### config.mk
export PLATFORM = sky130hd
export DESIGN_NAME = fetch_pc
export DESIGN_NICKNAME = d
export VERILOG_FILES = /design/src/rtl/fetch_pc.sv
export SDC_FILE = /design/constraint.sdc
export NUM_CORES = 1
export LEC_CHECK = 0
export ABC_AREA = 1
export ABC_CLOCK_PERIOD_IN_PS = 1650
export CELL_PAD_IN_SITES_DETAIL_PLACEMENT = 0
export CELL_PAD_IN_SITES_GLOBAL_PLACEMENT = 1
export CORE_ASPECT_RATIO = 0.9
export CORE_MARGIN = 1
export CORE_UTILIZATION = 29
export CTS_CLUSTER_SIZE = 25
export DETAILED_ROUTE_END_ITERATION = 10
export GPL_TIMING_DRIVEN = 0
export PLACE_DENSITY_LB_ADDON = 0.1
export SLEW_MARGIN = 20
export SYNTH_ARGS = -nofsm -noshare
export SYNTH_HDL_FRONTEND = slang
export SYNTH_SLANG_ARGS = --single-unit
### constraint.sdc
create_clock -name clk -period 1.65 [get_ports clk]
set_clock_uncertainty 0.1 [all_clocks]
set_input_delay 0.2475 -clock clk [delete_from_list [all_inputs] [get_ports clk]]
set_output_delay 0.2475 -clock clk [all_outputs]
set_load 0.02 [all_outputs]
### src/rtl/fetch_pc.sv
// Fetch PC generation for rv5stage: holds the fetch PC, applies branch/trap redirects
// (buffered across stalls) and, with FETCH_BTB_EN defined, predicts taken branches via a direct-mapped BTB.
package fetch_pc_pkg;
    typedef struct packed {
        logic stall;
        logic flush;
    } PipeControl;
endpackage

module fetch_pc
    import fetch_pc_pkg::*;
#(
    parameter logic [31:0] RESET_PC    = 32'h80000000,
    parameter int          BTB_ENTRIES = 16
) (
    input  logic        clk,
    input  logic        rst,
    input  PipeControl  pipe,
    input  logic        br_valid,
    input  logic [31:0] br_target,
    input  logic        exc_valid,
    input  logic [31:0] exc_target,
    input  logic        upd_valid,
    input  logic [31:0] upd_pc,
    input  logic [31:0] upd_target,
    input  logic        upd_taken,
    output logic [31:0] addr,
    output logic [31:0] addr_ff,
    output logic        valid_ff,
    output logic        pred_taken_ff,
    output logic [31:0] pred_target_ff
);

    logic        pend_valid;
    logic        pend_exc;
    logic [31:0] pend_target;

    logic        pred_taken;
    logic [31:0] pred_target;

    logic        redirect;
    logic [31:0] redirect_target;

`ifdef FETCH_BTB_EN
    localparam int IW = $clog2(BTB_ENTRIES);
    localparam int TW = 30 - IW;

    logic [BTB_ENTRIES-1:0] btb_valid;
    logic [TW-1:0]          btb_tag    [BTB_ENTRIES];
    logic [29:0]            btb_target [BTB_ENTRIES];

    logic [IW-1:0] look_idx;
    logic [IW-1:0] upd_idx;
    logic          unused_low_bits;

    assign look_idx        = addr[IW+1:2];
    assign upd_idx         = upd_pc[IW+1:2];
    assign unused_low_bits = ^{upd_pc[1:0], upd_target[1:0]};

    always_comb begin
        pred_taken  = 1'b0;
        pred_target = 32'h0;
        if (btb_valid[look_idx] && btb_tag[look_idx] == addr[31:IW+2]) begin
            pred_taken  = 1'b1;
            pred_target = {btb_target[look_idx], 2'b00};
        end
    end

    // Training writes at the edge regardless of stall, so a same-cycle lookup sees old contents.
    always_ff @(posedge clk) begin
        if (rst) begin
            btb_valid <= '0;
        end else if (upd_valid) begin
            if (upd_taken) begin
                btb_valid[upd_idx] <= 1'b1;
            end else if (btb_tag[upd_idx] == upd_pc[31:IW+2]) begin
                btb_valid[upd_idx] <= 1'b0;
            end
        end
    end

    always_ff @(posedge clk) begin
        if (upd_valid && upd_taken) begin
            btb_tag[upd_idx]    <= upd_pc[31:IW+2];
            btb_target[upd_idx] <= upd_target[31:2];
        end
    end
`else
    logic unused_upd;

    assign unused_upd  = ^{upd_valid, upd_pc, upd_target, upd_taken, BTB_ENTRIES[0]};
    assign pred_taken  = 1'b0;
    assign pred_target = 32'h0;
`endif

    always_comb begin
        redirect        = 1'b0;
        redirect_target = 32'h0;
        if (exc_valid) begin
            redirect        = 1'b1;
            redirect_target = exc_target;
        end else if (pend_valid) begin
            redirect        = 1'b1;
            redirect_target = pend_target;
        end else if (br_valid) begin
            redirect        = 1'b1;
            redirect_target = br_target;
        end
    end

    // A pending exception may only be displaced by a newer exception, never by a branch.
    always_ff @(posedge clk) begin
        if (rst) begin
            addr           <= RESET_PC;
            addr_ff        <= 32'h0;
            valid_ff       <= 1'b0;
            pred_taken_ff  <= 1'b0;
            pred_target_ff <= 32'h0;
            pend_valid     <= 1'b0;
            pend_exc       <= 1'b0;
            pend_target    <= 32'h0;
        end else if (pipe.stall) begin
            if (exc_valid) begin
                pend_valid  <= 1'b1;
                pend_exc    <= 1'b1;
                pend_target <= exc_target;
            end else if (br_valid && (!pend_valid || !pend_exc)) begin
                pend_valid  <= 1'b1;
                pend_exc    <= 1'b0;
                pend_target <= br_target;
            end
        end else if (redirect) begin
            addr           <= redirect_target;
            addr_ff        <= addr;
            valid_ff       <= 1'b0;
            pred_taken_ff  <= 1'b0;
            pred_target_ff <= 32'h0;
            pend_valid     <= 1'b0;
            pend_exc       <= 1'b0;
            pend_target    <= 32'h0;
        end else begin
            addr_ff        <= addr;
            valid_ff       <= !pipe.flush;
            pred_taken_ff  <= pred_taken && !pipe.flush;
            pred_target_ff <= pipe.flush ? 32'h0 : pred_target;
            addr           <= pred_taken ? pred_target : addr + 32'd4;
        end
    end

endmodule

==> metrics.txt <==
grt ovf=0; diode count=0; Initial Utilization=0.301; Placer Congestion=0.916; clock root buffer=clkbuf_16; Clock Path Buffers=2; cts bufs inserted=9; vias per inst=4.69; H-Tree Depth=3; Yosys reg bits=99; cell area after placement=0.00738 sq mm; Slew Viols, Final=0; WP data required=1.78 ns; peak supply drop=0.375 mV; Least-Margin Pin Slew=0.720 ns; Via Count=6043; Critical Path AT=1.72 ns; status=completed; clk sinks=99; final hold vios=0; CP cell instances=inv_2, nand3_4, buf_4, nand4_1, nand3_1, o21ai_0; final worst path period need=1.59 ns; drt wl/cell=16.8 um; drt initial violations=355; CTS tree=done; Final #Nets=1176; Max-Cap Viols=0; final WL=21600 um; crit path buf inv count=2; Worst-path clk slew=0.07 ns; clk_lat worst skew=0.36 ns; vias in the first global route=5662; complex-gate fraction of the synthesized area=0.166; Worst R2R Path Depth=6; slowest CP cell=dfxtp_2; cell leakage power=3.48 nW; GR Util All Layers=0.221; Adder-Cell Fraction of Synth Area=0.00222; family with the most delay on the worst path=simple AND/OR/NAND/NOR gates; number of antenna violations at the first check in global routing=0; Core Box Area=0.0187 sq mm; cell count after synthesis=850; Post-synth EDFFs=0; synth warn=0; Min-Delay Path Depth=3; final core utilization=0.429; post-synthesis cell type count=37; dpl hpwl=16400 um; Cell Area, Synth=0.00563 sq mm; Main synth FF type=dfxtp_1; Non-Filler Cell Area, Final=0.00803 sq mm; Ports=234; largest net degree at the start of global routing=16; CP startpoint kind=flop; Fmax=630 MHz; Crit. End Element=flop; sequential fraction of the synthesis area=0.352; drt first pass iters=5; stages on the worst setup path=6; Die Y=134 um; Synth async-reset ratio=0; share of cells above drive strength 1=0.212; die area=0.0200 sq mm; residual DRC count=0; Setup TNS=0 ns; first-pass GRT wire length=33000 um; ANT nets after route=0; critical-path maximum fanout=10; Area Overhead vs Synth=42.5%; Die X=149 um; combinational family with the most area after synthesis=simple AND/OR/NAND/NOR gates; Crit Path Class=flop to flop; Worst path max stage delay=0.36 ns; Min-Delay Path Class=primary input to flop; Avg Cell Area, Syn=6.63 sq um; mux share of post-synthesis cell area=0; Power Total=0.00607 W; Synth Area in XOR/XNOR=0.00466; Port Buffer Count=132; row count=47; fin crit share=0.962; post-synthesis simple-gate area fraction=0.360; hold buffer count at cts=0; PwrDens=757 mW/mm^2; Max-slew headroom=0.520; Final Setup Violations=0
-- worst paths after layout --
check | from | end | slack (ns)
setup / recovery | pend_valid$_SDFFE_PP0P_ | addr[16]$_SDFFE_PP0N_ | 0.06
hold / removal | pipe[1] | addr[31]$_SDFFE_PP1N_ | 0.20
setup reg to reg | pend_valid$_SDFFE_PP0P_ | addr[16]$_SDFFE_PP0N_ | 0.06
hold reg to reg | addr_ff[6]$_SDFFE_PP0N_ | addr_ff[6]$_SDFFE_PP0N_ | 0.35
-- power by group --
group          switching, W  internal, W  leakage (nW)  total (W)
clock network      0.000955      0.00106         0.139    0.00201
logic              0.000829     0.000554          2.52    0.00138
registers          0.000147      0.00253         0.821    0.00268
-- tightest hold or removal path, stage by stage --
cell     delay [ns]
buf_2          0.23
a21oi_1        0.10
nand2_1        0.06
-- state kept, by name, summed over array words and instances (netlist names) --
signal,cells
addr_ff,32
pend_exc,1
valid_ff,1
pend_valid,1
pend_target,32
addr,32
-- final cells by class --
type / count / area (sq um)
plain buffers: 72 / 520
clock buffers: 11 / 243
clock inverters: 5 / 28.8
fillers: 2041 / 10700
inverters: 49 / 195
multi-input cells: 661 / 3320
flip-flops and latches: 99 / 2020
well taps: 245 / 307
repair buffers: 147 / 1380
-- repair_timing --
item,4_1_cts,5_1_grt
setup endpoints to repair,121,86
cloned,0,0
gates resized for setup,109,64
pin swaps,4,7
setup buffers,4,11
-- through the flow --
step                      hold WS (ns)  setup slack, ns  std cells
after global placement           0.342           -0.778       1259
after CTS                        0.197          -0.0459       1279
after global routing             0.238         -0.00119       1289
after detailed placement         0.347           -0.739       1259
after floorplan                  0.254          0.00966        882
final                            0.205           0.0626       1289
-- synthesized netlist by cell type (2+ instances only) --
master	instances	share of area
nand2_1	306	0.20
dfxtp_1	99	0.35
nand3_1	67	0.060
o21ai_0	59	0.052
nor2_1	54	0.036
inv_1	43	0.029
buf_4	33	0.044
nand2_2	31	0.034
a21oi_2	29	0.045
a21oi_1	28	0.025
clkbuf_1	18	0.012
buf_2	17	0.015
a41oi_1	11	0.017
nand4_1	8	0.0089
a31oi_1	6	0.0067
a22o_1	5	0.0078
inv_2	4	0.0027
nor2_2	4	0.0044
o211ai_1	4	0.0053
buf_8	3	0.0080
xor2_1	3	0.0047
nor3_1	2	0.0018
o2111ai_1	2	0.0031
-- routing by layer --
metal,GRT usage,share of wire
met2,0.348,0.45
met3,0.0378,0.048
met1,0.309,0.49
met4,0.0584,0.012
met5,0,0
-- cell usage in the layout, fill, tap and decap left out, types with 3 or more instances in the layout --
master,netlist,routed
dfxtp_2,0,15
a31oi_1,6,6
clkdlybuf4s50_1,0,65
nor2_4,1,13
nand2_2,31,35
a21oi_1,28,27
a21oi_2,29,30
dfxtp_4,0,6
a22o_1,5,5
nor2_1,54,40
nor2_2,4,6
nand4_1,8,8
o21ai_0,59,58
nand3_1,67,66
clkbuf_16,0,9
buf_6,1,3
dfxtp_1,99,78
o211ai_1,4,4
xor2_1,3,3
dlymetal6s2s_1,0,9
dlygate4sd2_1,0,58
buf_4,33,53
clkbuf_1,18,9
clkbuf_4,0,5
inv_1,43,41
nand2_1,306,300
inv_2,4,4
clkbuf_2,0,6
a41oi_1,11,5
conb_1,1,33
clkinv_2,1,5
buf_2,17,8
a41oi_2,0,6
-- logic make-up (layout without fill, tap and decap cells) --
logic type | count (synthesis) | count (layout)
flip-flops | 99 | 99
XOR/XNOR | 3 | 3
buffers and inverters | 122 | 284
adder cells (fa/ha/maj) | 1 | 1
other | 1 | 33
AO/OA/AOI/OAI | 147 | 147
AND/OR/NAND/NOR | 477 | 477
(Power assumes the default switching activity.)
